--- src/rtl/pwm_capture_if.sv ---
// pwm_capture_if: control, line input and measurement results of pwm_capture.
interface pwm_capture_if #(
    parameter int CNT_W = 16
);
    logic             enable;
    logic             pwm_in;
    logic             pwm_level;
    logic [CNT_W-1:0] period;
    logic [CNT_W-1:0] high_time;
    logic             meas_valid;
    logic             timeout;
    modport master (output enable, pwm_in, input pwm_level, period, high_time, meas_valid, timeout);
    modport slave (input enable, pwm_in, output pwm_level, period, high_time, meas_valid, timeout);
endinterface

--- src/rtl/pwm_capture.sv ---
// pwm_capture: measures period and high time of an external PWM line, flags loss of signal.
// Optional glitch filter enabled by defining PWM_CAPTURE_GLITCH_FILTER_EN.
module pwm_capture #(
    parameter int               CNT_W      = 16,
    parameter logic [CNT_W-1:0] TIMEOUT    = 16'd50000,
    parameter int               GLITCH_LEN = 3
) (
    input logic          clk,
    input logic          rst_n,
    pwm_capture_if.slave bus
);
    typedef enum logic [1:0] {IDLE, HIGH, LOW} state_t;
    state_t           r_state, w_state_nxt;
    logic             r_sync1, r_sync2, r_lvl_d;
    logic             w_lvl, w_rise, w_fall, w_pub, w_to;
    logic [CNT_W-1:0] r_cnt_per, r_cnt_hi, r_age;
    logic [CNT_W-1:0] w_per_nxt, w_hi_nxt, w_age_nxt, w_per_inc, w_hi_inc;
    logic [CNT_W-1:0] r_period, r_high;
    logic             r_valid, r_timeout;

    if (GLITCH_LEN < 2 || GLITCH_LEN > 15 || TIMEOUT < 2) begin : g_bad_param
        $error("pwm_capture: parameter out of range");
    end

    always_ff @(posedge clk) begin
        if (!rst_n) begin
            r_sync1 <= 1'b0;
            r_sync2 <= 1'b0;
        end else begin
            r_sync1 <= bus.pwm_in;
            r_sync2 <= r_sync1;
        end
    end

`ifdef PWM_CAPTURE_GLITCH_FILTER_EN
    logic       r_filt;
    logic [3:0] r_run;
    // level flips only after GLITCH_LEN consecutive disagreeing samples
    always_ff @(posedge clk) begin
        if (!rst_n) begin
            r_filt <= 1'b0;
            r_run  <= '0;
        end else if (r_sync2 == r_filt) begin
            r_run <= '0;
        end else if (r_run == 4'(GLITCH_LEN - 1)) begin
            r_filt <= r_sync2;
            r_run  <= '0;
        end else begin
            r_run <= r_run + 4'd1;
        end
    end
    assign w_lvl = r_filt;
`else
    assign w_lvl = r_sync2;
`endif

    assign w_rise    = w_lvl & ~r_lvl_d;
    assign w_fall    = ~w_lvl & r_lvl_d;
    assign w_per_inc = &r_cnt_per ? r_cnt_per : r_cnt_per + 1'b1;
    assign w_hi_inc  = &r_cnt_hi ? r_cnt_hi : r_cnt_hi + 1'b1;
    assign w_age_nxt = (!bus.enable || w_rise || w_fall) ? '0
                     : (r_age == TIMEOUT) ? r_age : r_age + 1'b1;
    assign w_to      = bus.enable && (w_age_nxt == TIMEOUT);

    always_comb begin
        w_state_nxt = r_state;
        w_per_nxt   = w_per_inc;
        w_hi_nxt    = r_cnt_hi;
        w_pub       = 1'b0;
        unique case (r_state)
            IDLE: begin
                w_state_nxt = w_rise ? HIGH : IDLE;
                w_per_nxt   = {{(CNT_W-1){1'b0}}, w_rise};
                w_hi_nxt    = {{(CNT_W-1){1'b0}}, w_rise};
            end
            HIGH: begin
                w_state_nxt = w_fall ? LOW : HIGH;
                w_hi_nxt    = w_fall ? r_cnt_hi : w_hi_inc;
            end
            LOW: begin
                if (w_rise) begin
                    w_pub       = 1'b1;
                    w_state_nxt = HIGH;
                    w_per_nxt   = CNT_W'(1);
                    w_hi_nxt    = CNT_W'(1);
                end
            end
            default: w_state_nxt = IDLE;
        endcase
        if (!bus.enable || w_to) begin
            w_state_nxt = IDLE;
            w_per_nxt   = '0;
            w_hi_nxt    = '0;
            w_pub       = 1'b0;
        end
    end

    always_ff @(posedge clk) begin
        if (!rst_n) r_state <= IDLE;
        else        r_state <= w_state_nxt;
    end

    always_ff @(posedge clk) begin
        if (!rst_n) begin
            r_cnt_per <= '0;
            r_cnt_hi  <= '0;
            r_age     <= '0;
            r_lvl_d   <= 1'b0;
            r_period  <= '0;
            r_high    <= '0;
            r_valid   <= 1'b0;
            r_timeout <= 1'b0;
        end else begin
            r_cnt_per <= w_per_nxt;
            r_cnt_hi  <= w_hi_nxt;
            r_age     <= w_age_nxt;
            r_lvl_d   <= w_lvl;
            r_valid   <= w_pub;
            if (w_pub) begin
                r_period <= r_cnt_per;
                r_high   <= r_cnt_hi;
            end
            r_timeout <= (!bus.enable || w_pub) ? 1'b0 : w_to ? 1'b1 : r_timeout;
        end
    end

    assign bus.pwm_level  = w_lvl;
    assign bus.period     = r_period;
    assign bus.high_time  = r_high;
    assign bus.meas_valid = r_valid;
    assign bus.timeout    = r_timeout;
endmodule

--- src/flat_wrapper.sv ---
// flat-port wrapper written by rule: the top's interface ports become plain ports
module pwm_capture_flat 
#(
    parameter int               CNT_W      = 16,
    parameter logic [CNT_W-1:0] TIMEOUT    = 16'd50000,
    parameter int               GLITCH_LEN = 3
)
  (clk, rst_n, bus_enable, bus_pwm_in, bus_pwm_level, bus_period, bus_high_time, bus_meas_valid, bus_timeout);
  pwm_capture_if #(.CNT_W(CNT_W)) bus_i ();
  input logic clk;
  input logic rst_n;
  input wire logic [$bits(bus_i.enable)-1:0] bus_enable;
  input wire logic [$bits(bus_i.pwm_in)-1:0] bus_pwm_in;
  output wire logic [$bits(bus_i.pwm_level)-1:0] bus_pwm_level;
  output wire logic [$bits(bus_i.period)-1:0] bus_period;
  output wire logic [$bits(bus_i.high_time)-1:0] bus_high_time;
  output wire logic [$bits(bus_i.meas_valid)-1:0] bus_meas_valid;
  output wire logic [$bits(bus_i.timeout)-1:0] bus_timeout;
  assign bus_i.enable = bus_enable;
  assign bus_i.pwm_in = bus_pwm_in;
  assign bus_pwm_level = bus_i.pwm_level;
  assign bus_period = bus_i.period;
  assign bus_high_time = bus_i.high_time;
  assign bus_meas_valid = bus_i.meas_valid;
  assign bus_timeout = bus_i.timeout;
  pwm_capture #(.CNT_W(CNT_W), .TIMEOUT(TIMEOUT), .GLITCH_LEN(GLITCH_LEN)) u_core (.clk(clk), .rst_n(rst_n), .bus(bus_i));
endmodule
--- config.mk ---
export PLATFORM = sky130hd
export DESIGN_NAME = pwm_capture_flat
export DESIGN_NICKNAME = d
export VERILOG_FILES = /design/src/rtl/pwm_capture_if.sv /design/src/rtl/pwm_capture.sv /design/src/flat_wrapper.sv
export SDC_FILE = /design/constraint.sdc
export NUM_CORES = 1
export LEC_CHECK = 0
export ABC_AREA = 1
export CAP_MARGIN = 30
export CORE_MARGIN = 2
export CORE_UTILIZATION = 35
export CTS_BUF_LIST = sky130_fd_sc_hd__clkbuf_2
export CTS_CLUSTER_DIAMETER = 60
export CTS_CLUSTER_SIZE = 24
export DETAILED_ROUTE_END_ITERATION = 10
export PLACE_DENSITY = 0.63
export SLEW_MARGIN = 30
export SYNTH_ARGS = -nofsm -noshare
export SYNTH_HDL_FRONTEND = slang
export SYNTH_SLANG_ARGS = --single-unit
--- constraint.sdc ---
create_clock -name clk -period 5.8 [get_ports clk]
set_input_delay 1.16 -clock clk [delete_from_list [all_inputs] [get_ports clk]]
set_output_delay 1.16 -clock clk [all_outputs]
set_load 0.005 [all_outputs]
==> results by group <==
Setup path
  • Worst R2R Path Depth: 15
  • Crit start category: input port
  • CP most frequent cell: nand3_4
  • Worst EP required: approximately 6300 ps
  • WP buf/inv: 3
  • Worst r2r dst: u_core.r_cnt_hi[8]
  • Worst reg2reg startpoint: u_core.r_age[0]
  • Slowest cell on crit path: clkdlybuf4s50_1
  • Setup crit end: u_core.r_cnt_hi[8]
  • Critical Setup Path Class: input port to flop
  • Critical path arrival: approximately 3500 ps
  • CP Max Fanout: 36
  • Worst stage delay on the critical path: between 400 and 500 ps
  • Worst path cell trace: clkdlybuf4s50_1, buf_4, nand3_4, a21oi_1, o21ai_0, nor2_1, nand2_1, nor2_2, nand2_2, nand3_4, buf_12, nor2_4
  • Family with the most delay on the worst path: buffers and inverters
  • Number of cells on the critical path: 12
  • R2r setup slk: around 3400 ps
  • Worst setup EP type: flop
  • CP startpoint: bus_enable

Hold path
  • Hold Path Class: flop to flop
  • Hold-critical path depth: 2

Clocking
  • Bufs on Longest Clock Path: 2
  • Post-CTS sizing: 0
  • Cts bufs inserted: 9
  • Clock Tree Root: clkbuf_2
  • Clk pin slew, worst setup/hold paths: 210 ps
  • CTS sink count: slightly below 90
  • Hold_buf cts: 0
  • H-tree depth: 3
  • Worst-Skew Late Latency: approximately 610 ps
  • Postcts setup bufs: 0
  • CTS tree: yes

Run status
  • Outcome: completed

Place
  • Inst Count DP: between 800 and 900
  • Placed inst area: approximately 5300 sq um
  • Port-buffer cells: 38
  • Routability cong.: ~0.89
  • Final HPWL DP: between 7000 and 8000 um
  • Setup Slack @ Placement: between 2000 and 2500 ps

Die
  • Chip width: 122 um
  • Die height: between 100 and 150 um
  • Number of cell rows: 42
  • Core Region: 13300 sq um
  • # IOs: 39
  • Starting Density: a little over a third
  • Die footprint: 14800 sq um

Logic synthesis
  • Top post-synthesis cells by area: dfxtp_1 36%, nand2_1 11%, nand3_1 8.3%, nor2_4 7.9%, inv_1 5.5%
  • #FFs+latches synth: 87
  • Register area share after synthesis: 36.0%
  • Synth cell types: 38
  • Yosys top cell area share: 36.0%
  • Post-Syn Nets: roughly 680
  • Mapped Cells: 670
  • Post-synth top cells: 138 x nand2_1, 87 x dfxtp_1, 80 x nand3_1
  • Post-Syn Area: a little under 5000 sq um
  • Syn avg cell area: approximately 7 sq um
  • Top_reg_cell synth: dfxtp_1
  • Synth Warn #: 0
  • Share of synthesized registers carrying an async set or reset: 0%
  • Area leader, netlist: dfxtp_1
  • Number of synthesized flops with an enable pin: 0
  • Most numerous cell in the Yosys netlist: nand2_1

Timing
  • Worst-margin pin slew: about 800 ps
  • Slew HR: between 40% and 50%
  • Fmax: between 300 and 400 MHz
  • Final setup margin: approximately 2800 ps
  • Slew Viols, Final: 0
  • RSZ-0062 raised after global routing: no
  • Fin. Hold Viols: 0
  • Final setup vio count: 0
  • TNS Setup: 0 ps
  • Final min period: just over 3000 ps
  • Setup Skew: around 31 ps
  • Final cycle utilization of the critical path: between 50 and 60%

Global route
  • GR Util All Layers: between 10% and 20%
  • Initial antenna violation count: 1
  • First-pass GRT wire length: roughly 19000 um
  • Number of global-route vias before repair: a little under 4000
  • Grt total ovfl: 0
  • Pin count of the biggest net entering global routing: 37

Power
  • Worst vdd ir: slightly above 0.1 mV
  • Pleak: between 1.5 and 2 nW
  • Power per cell area: 177 nW/um^2
  • Pwr Total: about 960 uW

Route
  • Routed length per instance: 12.2 um
  • Routed Antenna Nets: 0
  • Drt pass-1 iters: 5
  • Iteration-0 DRC Markers: about 210
  • Final WL: roughly 11000 um
  • Via/cell ratio: 4.79
  • Final routed DRC violation total: 0
  • DR vias: about 4200

Finish
  • Final instance area: about 5400 sq um
  • Finished Layout Cells: about 900
  • FF+latch area: ~1700 sq um
  • Area growth syn-to-layout: 12.7%
  • Layout cell share with drive strength beyond 1: between 10% and 20%
  • Fillers: about 1400
  • Multi-input logic area: 2650 sq um
  • Nets: between 700 and 800

Run
  • Max-cap check violation count: 0
-- cell type report --
cell class	count	share of cell area (%)
diodes	1	0.0459
multi-input cells	483	48.7
clock buffers	10	0.918
clock inverters	6	1.13
inverters	76	5.33
well taps	176	4.04
flip-flops and latches	87	32.0
repair buffers	43	7.90
-- cell usage in the layout, fill, tap and decap left out --
master,netlist,routed
a21oi_1,49,49
a31o_2,1,1
buf_12,3,1
buf_4,1,4
bufinv_16,0,1
clkbuf_2,0,10
clkdlybuf4s50_1,0,38
clkinv_1,1,3
clkinv_4,1,2
clkinvlp_4,0,2
dfxtp_1,87,87
diode_2,0,1
ha_1,8,8
inv_1,71,71
inv_2,3,3
mux2i_1,3,3
nand2_1,138,138
nand2_2,6,6
nand2_4,2,2
nand3_1,80,80
nand3_2,5,5
nand3_4,2,2
nand3b_1,1,1
nand4_1,13,13
nor2_1,67,66
nor2_2,9,10
nor2_4,34,34
nor3_1,18,18
nor3_2,1,1
nor3b_1,2,2
nor4_1,2,2
o2111ai_1,1,1
o211ai_1,6,6
o21ai_0,12,12
o21ai_1,2,2
o21bai_1,2,2
o21bai_2,1,1
or2_1,1,1
or2_2,4,4
xor2_1,13,13
-- worst register-to-register path: cells and delay by family (launching register included) --
kind | cells | cell delay, ps
buf+inv | 3 | 550
fa+ha+maj | 1 | 190
simple gates | 11 | 1260
flops | 1 | 390
-- power by group --
group / switching [mW] / total [mW] / internal [mW]
sequential: 0.00213 / 0.604 / 0.601
clock: 0.216 / 0.315 / 0.0987
combinational: 0.0344 / 0.0457 / 0.0113
total: 0.253 / 0.964 / 0.711
-- registers in the layout, indices dropped and copies added (netlist names) --
name                   flops
u_core.bus.pwm_level       1
u_core.r_state             2
u_core.bus.high_time      16
u_core.bus.timeout         1
u_core.r_sync1             1
u_core.r_cnt_per          16
u_core.bus.period         16
u_core.r_cnt_hi           16
u_core.bus.meas_valid      1
u_core.r_age              16
u_core.r_lvl_d             1
-- cell families (layout without fill, tap and decap cells) --
kind of cell | count (synthesis) | count (layout) | share of synthesized area [%]
other | 0 | 1 | 0
XOR/XNOR | 13 | 13 | 2.36
buffers and inverters | 100 | 135 | 9.16
multiplexers | 3 | 3 | 0.621
adder cells (fa/ha/maj) | 8 | 8 | 2.07
flip-flops | 87 | 87 | 36.0
AO/OA/AOI/OAI | 74 | 74 | 8.36
AND/OR/NAND/NOR | 385 | 385 | 41.4
-- how the worst min path moves through the flow --
stage                      endpoint            from
6_report       u_core.bus.pwm_level  u_core.r_sync1
5_1_grt        u_core.bus.pwm_level  u_core.r_sync1
4_1_cts        u_core.bus.pwm_level  u_core.r_sync1
3_5_place_dp   u_core.bus.pwm_level  u_core.r_sync1
3_3_place_gp   u_core.bus.pwm_level  u_core.r_sync1
2_1_floorplan  u_core.bus.pwm_level  u_core.r_sync1
-- metrics by stage --
stage | hold WS (ps) | util (%)
after floorplan | 390 | -
after global placement | 409 | 39.8
after detailed placement | 405 | 40.0
after CTS | 440 | 40.8
after global routing | 464 | 40.8
final | 438 | 40.8
-- layer usage --
layer,track usage (%),routed length [um],vias to the layer above
li1,-,-,2230
met1,21.0,5210,1898
met2,24.4,4860,82
met3,2.67,466,16
met4,7.40,254,0
met5,0,0,-
(Power assumes the default switching activity.)
